$ cat src/rtl/pwm_peripheral_if.sv
// Write-port bundle between the SPI receive stage and the PWM register bank.
interface pwm_peripheral_if;
   logic       wr_valid;
   logic [6:0] wr_addr;
   logic [7:0] wr_data;
   logic       wr_err;

   modport master (output wr_valid, wr_addr, wr_data, input wr_err);
   modport slave  (input wr_valid, wr_addr, wr_data, output wr_err);
endinterface

$ cat src/rtl/pwm_peripheral.sv
// Five-register control bank driving 16 pins as forced-low, forced-high or a
// shared PWM waveform whose duty is shadowed at each period boundary.
module pwm_peripheral #(
   parameter int unsigned CLK_DIV  = 13,
   parameter int unsigned MAX_ADDR = 4
) (
   input  logic                    clk,
   input  logic                    rst_n,
   pwm_peripheral_if.slave         wr_if,
   output logic [7:0]              out_lo,
   output logic [7:0]              out_hi,
   output logic                    period_start
);

   localparam logic [6:0] ADDR_LAST  = 7'(MAX_ADDR);
   localparam logic [7:0] PRESC_LAST = 8'(CLK_DIV - 1);

   logic [15:0] en_out_q, en_out_d;
   logic [15:0] en_pwm_q, en_pwm_d;
   logic [7:0]  duty_q, duty_d;
   logic [7:0]  duty_act_q, duty_act_d;
   logic [7:0]  presc_q, presc_d;
   logic [7:0]  pwm_cnt_q, pwm_cnt_d;
   logic [15:0] out_q, out_d;
   logic        wr_err_q, wr_err_d;
   logic        period_start_q, period_start_d;

   logic        tick;
   logic        boundary;
   logic        pwm_level;

   always_comb begin
      en_out_d = en_out_q;
      en_pwm_d = en_pwm_q;
      duty_d   = duty_q;
      wr_err_d = 1'b0;
      if (wr_if.wr_valid) begin
         if (wr_if.wr_addr > ADDR_LAST) begin
            wr_err_d = 1'b1;
         end else begin
            case (wr_if.wr_addr)
               7'd0:    en_out_d[7:0]  = wr_if.wr_data;
               7'd1:    en_out_d[15:8] = wr_if.wr_data;
               7'd2:    en_pwm_d[7:0]  = wr_if.wr_data;
               7'd3:    en_pwm_d[15:8] = wr_if.wr_data;
               7'd4:    duty_d         = wr_if.wr_data;
               default: ;
            endcase
         end
      end
   end

   always_comb begin
      tick     = (presc_q == PRESC_LAST);
      presc_d  = tick ? '0 : presc_q + 8'd1;
      pwm_cnt_d = tick ? pwm_cnt_q + 8'd1 : pwm_cnt_q;
      boundary = tick && (pwm_cnt_q == 8'hFF);
      // duty_q here is the pre-write value, so a write on the boundary edge waits a period
      duty_act_d = boundary ? duty_q : duty_act_q;
      pwm_level  = (duty_act_q == 8'hFF) || (pwm_cnt_q < duty_act_q);
      out_d      = en_out_q & (~en_pwm_q | {16{pwm_level}});
      period_start_d = boundary;
   end

   always_ff @(posedge clk or negedge rst_n) begin
      if (!rst_n) begin
         en_out_q       <= '0;
         en_pwm_q       <= '0;
         duty_q         <= '0;
         duty_act_q     <= '0;
         presc_q        <= '0;
         pwm_cnt_q      <= '0;
         out_q          <= '0;
         wr_err_q       <= 1'b0;
         period_start_q <= 1'b0;
      end else begin
         en_out_q       <= en_out_d;
         en_pwm_q       <= en_pwm_d;
         duty_q         <= duty_d;
         duty_act_q     <= duty_act_d;
         presc_q        <= presc_d;
         pwm_cnt_q      <= pwm_cnt_d;
         out_q          <= out_d;
         wr_err_q       <= wr_err_d;
         period_start_q <= period_start_d;
      end
   end

   assign out_lo       = out_q[7:0];
   assign out_hi       = out_q[15:8];
   assign period_start = period_start_q;
   assign wr_if.wr_err = wr_err_q;

endmodule
$ cat src/flat_wrapper.sv
// flat-port wrapper written by rule: the top's interface ports become plain ports
module pwm_peripheral_flat 
#(
   parameter int unsigned CLK_DIV  = 13,
   parameter int unsigned MAX_ADDR = 4
)
  (clk, rst_n, out_lo, out_hi, period_start, wr_if_wr_valid, wr_if_wr_addr, wr_if_wr_data, wr_if_wr_err);
  pwm_peripheral_if wr_if_i ();
  input  logic clk;
  input  logic rst_n;
  output logic [7:0] out_lo;
  output logic [7:0] out_hi;
  output logic period_start;
  input wire logic [$bits(wr_if_i.wr_valid)-1:0] wr_if_wr_valid;
  input wire logic [$bits(wr_if_i.wr_addr)-1:0] wr_if_wr_addr;
  input wire logic [$bits(wr_if_i.wr_data)-1:0] wr_if_wr_data;
  output wire logic [$bits(wr_if_i.wr_err)-1:0] wr_if_wr_err;
  assign wr_if_i.wr_valid = wr_if_wr_valid;
  assign wr_if_i.wr_addr = wr_if_wr_addr;
  assign wr_if_i.wr_data = wr_if_wr_data;
  assign wr_if_wr_err = wr_if_i.wr_err;
  pwm_peripheral #(.CLK_DIV(CLK_DIV), .MAX_ADDR(MAX_ADDR)) u_core (.clk(clk), .rst_n(rst_n), .wr_if(wr_if_i), .out_lo(out_lo), .out_hi(out_hi), .period_start(period_start));
endmodule
$ cat config.mk
export PLATFORM = sky130hd
export DESIGN_NAME = pwm_peripheral_flat
export DESIGN_NICKNAME = d
export VERILOG_FILES = /design/src/rtl/pwm_peripheral_if.sv /design/src/rtl/pwm_peripheral.sv /design/src/flat_wrapper.sv
export SDC_FILE = /design/constraint.sdc
export NUM_CORES = 1
export LEC_CHECK = 0
export ABC_AREA = 1
export BUFFER_PORTS_ARGS = -buffer_cell sky130_fd_sc_hd__buf_2
export CORE_ASPECT_RATIO = 0.6
export CORE_MARGIN = 3
export CORE_UTILIZATION = 58
export CTS_CLUSTER_SIZE = 14
export DETAILED_ROUTE_END_ITERATION = 8
export GPL_TIMING_DRIVEN = 0
export PLACE_DENSITY = 0.84
export SETUP_SLACK_MARGIN = 0.05
export SLEW_MARGIN = 30
export SYNTH_ARGS = -nofsm -noshare
export SYNTH_HDL_FRONTEND = slang
export SYNTH_SLANG_ARGS = --single-unit
$ cat constraint.sdc
create_clock -name clk -period 2 [get_ports clk]
set_input_delay 0.1 -clock clk [delete_from_list [all_inputs] [get_ports clk]]
set_output_delay 0.1 -clock clk [all_outputs]
set_load 0.01 [all_outputs]
==> results of run 1 <==
==> worst max-delay path, delay by kind of cell (launching register included) <==
family,cells,cell delay [ns]
buffers and inverters,3,0.36
DFF,1,0.40
AOI/OAI and AO/OA,1,0.08
and+or+nand+nor,4,0.65
adders and majority gates,1,0.16
==> path summary, 6_finish.rpt <==
path                                            startpoint                          endpoint
setup / recovery               u_core.presc_q[0]$_DFF_PN0_  u_core.duty_act_q[7]$_DFFE_PN0P_
hold / removal                              wr_if_wr_valid     u_core.wr_if.wr_err$_DFF_PN0_
setup reg to reg               u_core.presc_q[0]$_DFF_PN0_  u_core.duty_act_q[7]$_DFFE_PN0P_
hold reg to reg            u_core.en_out_q[11]$_DFFE_PN0P_        u_core.out_q[11]$_DFF_PN0_
max in group asynchronous                            rst_n         u_core.out_q[6]$_DFF_PN0_
min in group asynchronous                            rst_n        u_core.out_q[12]$_DFF_PN0_
==> final cells by class <==
class | instances | area (µm²) | share of cell area
Tap cell | 80 | 100.1 | 0.02461
Timing Repair Buffer | 38 | 239.0 | 0.05875
Inverter | 55 | 206.4 | 0.05075
Clock inverter | 3 | 40.04 | 0.009843
Buffer | 8 | 71.32 | 0.01753
Multi-Input combinational cell | 224 | 1207 | 0.2968
Sequential cell | 82 | 2052 | 0.5045
Clock buffer | 11 | 151.4 | 0.03722
==> power by group <==
part | internal, mW | switching (mW)
combinational | 0.0351 | 0.0751
sequential | 1.68 | 0.00968
clock | 0.627 | 0.545
==> kinds of logic after synthesis <==
family / Yosys count / share of synthesized area
DFF: 82 / 0.5809
and+or+nand+nor: 148 / 0.1888
adders and majority gates: 10 / 0.03542
buffers and inverters: 63 / 0.07793
AOI/OAI and AO/OA: 57 / 0.09458
xor gates and xnor gates: 9 / 0.02232
==> registers in the layout, indices dropped and copies added (netlist names) <==
signal,count
u_core.duty_act_q,8
u_core.duty_q,8
u_core.en_out_q,16
u_core.en_pwm_q,16
u_core.out_q,16
u_core.period_start,1
u_core.presc_q,8
u_core.pwm_cnt_q,8
u_core.wr_if.wr_err,1
==> through the flow <==
step | setup WS (ns) | std cells
2_1_floorplan | 0.4431 | 369
3_3_place_gp | 0.2182 | 484
3_5_place_dp | 0.1808 | 485
4_1_cts | 0.1582 | 500
5_1_grt | 0.05499 | 501
6_report | 0.2190 | 501
==> layout by cell type (no fill, tap or decap) <==
master         count
a211oi_4           1
a21oi_1            4
buf_12             1
buf_16             1
buf_2             34
buf_6              6
bufinv_16          1
clkbuf_1           2
clkbuf_4           1
clkbuf_8          11
clkinv_2           2
dfrtp_1           82
dlygate4sd3_1      1
ha_1              10
inv_1             55
nand2_1           92
nand2_2            1
nand2_4            2
nand3_1           20
nand3_2            5
nand4_1            2
nor2_1            15
nor2_4             1
nor3_1             6
nor3_4             1
nor4_1             2
o21ai_0           19
o21ai_1           24
o21ai_2            9
or2_2              1
xnor2_1            2
xor2_1             7
==> routing by layer <==
metal	global-route usage	vias to the layer above
li1	-	1261
met1	0.3247	1200
met2	0.3111	82
met3	0.06776	6
met4	0.05901	0
met5	0	-
==> what timing repair did <==
item / 4_1_cts / 5_1_grt
setup endpoints to repair: 0 / 17
endpoints found under the hold margin: 82 / 0
gates resized for setup: 0 / 2
hold buffers: 1 / 0
buffers inserted: 0 / 1
==> impl_metrics.ini, run 1 <==
[drt]
drt_iter0_drc = 153
vias_per_cell = 5.088
wl_met1_mm = 3.368
ant_nets = 0
dr.pass1.iters = 5
drcViolationCount = 0
wl_met2_mm = 2.857
route.met3.wl_um = 476
routedWlPerCell_um = 13.50
highest_layer = met4
wl_mm = 6.761
vias = 2549

[timing]
worst_pin_slew_ns = 0.5152
hold-worst-slack_ns = 0.02356
setup_violations = 0
relSlewSlack = 0.6566
fin_crit_sh = 0.8905
timing.fmax_mhz = 561.5
hold_viol = 0
fin_setup_tns_ns = 0
period_minus_slack_ns = 1.781
rsz0062_at_grt = no
fin_worst_skew_ns = 0.007522
maxSlewViolCount = 0

[worst_setup_path]
end_kind = flop
crit_slowest_cell = dfrtp_1
path_max_fanout = 10
cp_cell_sequence = inv_1, ha_1, nand3_2, nor2_4, nand2_4, nor3_4, buf_12, buf_6, o21ai_0
critPathMaxStageDelay_ns = 0.40
start_kind = flop
rr_worst_depth = 9
cp.required_ns = 2.22
rrSetupSlack_ns = 0.22
cp_data_arrival_time_ns = 2.01
worstSetupPathType = flop to flop

[synth]
synth_seq_cells = 82
post_synth_num_cell_types = 24
synthTopCellsByArea = dfrtp_1, nand2_1, inv_1
synth_top_flop_cell = dfrtp_1
yosysMostFrequentCell = nand2_1
syn-num-nets = 397
yosysTopAreaCellShare = 0.5809
syn_area_um2 = 3532
synth.top_cells.by_count = nand2_1, dfrtp_1, inv_1
synth_top_area_cell = dfrtp_1
yosys_warnings = 0
syn_inst = 369
async_reset_ff_frac = 1.000
yosysSeqAreaShare = 0.5809
synth-edff-count = 0
syn_area_per_cell_um2 = 9.572

[final_layout]
drive_above_1_share = 0.1853
final_area_um2 = 4068
n_antenna_cell = 0
fin_util = 0.7101
syn_to_final_growth_pct = 15.16
fin_nets = 446
n_fill_cell = 435

[clock_network]
cts_buffers = 9
cts_root_buf = clkbuf_8
ctsLongestPathBuffers = 2
cts.htree.levels = 3
cts_sinks = 82
clk_pin_slew_ns = 0.08
clk_latency_ns = 0.35
cts_tree = built

[job]
drv_cap = 0

[placed_design]
gp_congestion = 0.8364
place_area_um2 = 3841
port_buffers = 35
dpl.hpwl_mm = 4.903

[global_routing]
grt_overflow = 0
grt_max_degree = 63
grt_pass1_vias = 2486
antenna_found_initial = 0
grt_pass1_wl_mm = 11.81
grt_usage = 0.2185

[outcome]
outcome = completed

[power_and_ir_drop]
p_per_area_nw_per_um2 = 729.7
p_leak_nw = 2.197
max-vdd-ir-drop_mv = 0.4357
p_total_mw = 2.968

[floorplanning]
die_h_um = 66.45
io_pins = 36
rows = 21
fp.dieArea_um2 = 7093
die_w_um = 106.7
core-area_um2 = 5728
start_util = 0.6166

[worst_hold_path]
whs_path_depth = 3
hp-class = input pin to flop
No activity file was read; power rests on OpenSTA's default activity.
==> inputs of run 2 (changes only) <==
REMOVE_ABC_BUFFERS = 1   (was not set)
==> impl_metrics.ini, run 2 (synthesized netlist as in run 1, its figures left out) <==
[clock_network]
cts_tree = built
clk_latency_ns = 0.35
cts.htree.levels = 3
cts_sinks = 82
clk_pin_slew_ns = 0.08
ctsLongestPathBuffers = 2
cts_buffers = 9
cts_root_buf = clkbuf_8

[global_routing]
grt_pass1_wl_mm = 12.05
grt_usage = 0.2203
use_met3 = 0.06196
antenna_found_initial = 0
use_met2 = 0.3597
busiest_layer = met2
grt_max_degree = 49
grt_overflow = 0
grtUsageMet1 = 0.2822
grt_pass1_vias = 2623

[timing]
maxSlewViolCount = 0
rsz0062_at_grt = no
fin_worst_skew_ns = 0.01075
hold-worst-slack_ns = 0.04059
relSlewSlack = 0.6024
period_minus_slack_ns = 1.712
hold_viol = 0
setup_violations = 0
timing.fmax_mhz = 584.0
worst_pin_slew_ns = 0.5950
fin_crit_sh = 0.8562
worst_slack_ns = 0.2876
fin_setup_tns_ns = 0

[final_layout]
mostFrequentLayoutCell = nand2_1
final_cell_mix = nand2_1, dfrtp_1, inv_1
instances_no_fill = 497
n_antenna_cell = 0
fin_nets = 440
syn_to_final_growth_pct = 13.99
n_fill_cell = 420
drive_above_1_share = 0.1799
reg_top3 = u_core.en_out_q x16, u_core.en_pwm_q x16, u_core.out_q x16

[drt]
drcViolationCount = 0
drt_iter0_drc = 150
vias = 2561
routedWlPerCell_um = 13.68
dr.pass1.iters = 4
vias_per_cell = 5.153
wl_mm = 6.801
ant_nets = 0

[floorplanning]
die_w_um = 106.7
io_pins = 36
rows = 21
start_util = 0.6166
core-area_um2 = 5728
die_h_um = 66.45
fp.dieArea_um2 = 7093

[power_and_ir_drop]
p_leak_nw = 2.163
max-vdd-ir-drop_mv = 0.4014
p_per_area_nw_per_um2 = 737.7

[worst_setup_path]
rrSetupSlack_ns = 0.29
path_max_fanout = 17
worstSetupPathType = flop to flop
cp.required_ns = 2.24
cp_data_arrival_time_ns = 1.95
start_kind = flop
end_kind = flop

[worst_hold_path]
hp-class = input pin to flop

[job]
drv_cap = 0

[placed_design]
port_buffers = 35
placed_cells = 477
gp_congestion = 0.8078
dpl.hpwl_mm = 4.584
preCtsSetupSlack_ns = 0.1191

[outcome]
outcome = completed
==> run 2: cell count changes in the layout (fill, tap and decap cells not counted) <==
cell,change
buf_12,+1
buf_4,+1
buf_6,-5
clkbuf_1,-1
clkbuf_4,-1
clkbuf_8,-2
clkinv_2,-1
clkinvlp_4,+3
inv_6,+1
==> run 2: per-layer routing <==
layer | vias up | part of all wire
met5 | - | 0
met1 | 1223 | 0.45
li1 | 1255 | -
met4 | 0 | 0.015
met2 | 69 | 0.48
met3 | 14 | 0.052
==> run 2: through the flow <==
stage	area, µm²	total power [mW]	utilization
finish	4026	2.970	0.7029
global route	4026	3.084	0.7029
global placement	3739	1.816	0.6527
detailed placement	3772	1.830	0.6586
CTS	4004	2.989	0.6990
floorplan	3463	1.754	-
==> run 2: repair_timing <==
action | CTS | global route
pin swaps | 1 | 1
buffers inserted | 2 | 1
setup endpoints to repair | 1 | 16
gates resized for setup | 0 | 1
hold endpoints to repair | 82 | 0
hold buffers | 1 | 0
==> run 2: path summary, 6_finish.rpt <==
check	startpoint	endpoint	cells past startpoint
worst max-delay path	u_core.presc_q[0]$_DFF_PN0_	u_core.duty_act_q[6]$_DFFE_PN0P_	9
worst min-delay path	wr_if_wr_valid	u_core.wr_if.wr_err$_DFF_PN0_	3
worst max register to register	u_core.presc_q[0]$_DFF_PN0_	u_core.duty_act_q[6]$_DFFE_PN0P_	9
worst min register to register	u_core.en_out_q[6]$_DFFE_PN0P_	u_core.out_q[6]$_DFF_PN0_	2
max in group asynchronous	rst_n	u_core.out_q[1]$_DFF_PN0_	3
min in group asynchronous	rst_n	u_core.presc_q[4]$_DFF_PN0_	2
==> run 2: cell type report <==
| cell class | count | area (µm²) | area share |
|---|---|---|---|
| clock inverters | 6 | 66.31 | 0.01647 |
| repair buffers | 40 | 266.5 | 0.06619 |
| multi-input cells | 224 | 1207 | 0.2999 |
| inverters | 55 | 206.4 | 0.05127 |
| well taps | 80 | 100.1 | 0.02486 |
| clock buffers | 10 | 127.6 | 0.03170 |
| flip-flops and latches | 82 | 2052 | 0.5096 |
==> run 2: critical path: stages (launching register included) <==
cell and delay (ns):
dfrtp_1 0.40, inv_1 0.08, ha_1 0.16, nand3_2 0.09
nor2_4 0.25, nand2_4 0.10, nor3_4 0.20, buf_12 0.17
buf_4 0.11, o21ai_2 0.05
==> run 2: report_power, final <==
group | total [mW] | switching (mW) | internal, mW | leakage (nW)
sequential | 1.69 | 0.0102 | 1.68 | 1.12
clock | 1.17 | 0.595 | 0.579 | 0.0889
combinational | 0.111 | 0.0761 | 0.0349 | 0.954
total | 2.97 | 0.681 | 2.29 | 2.16
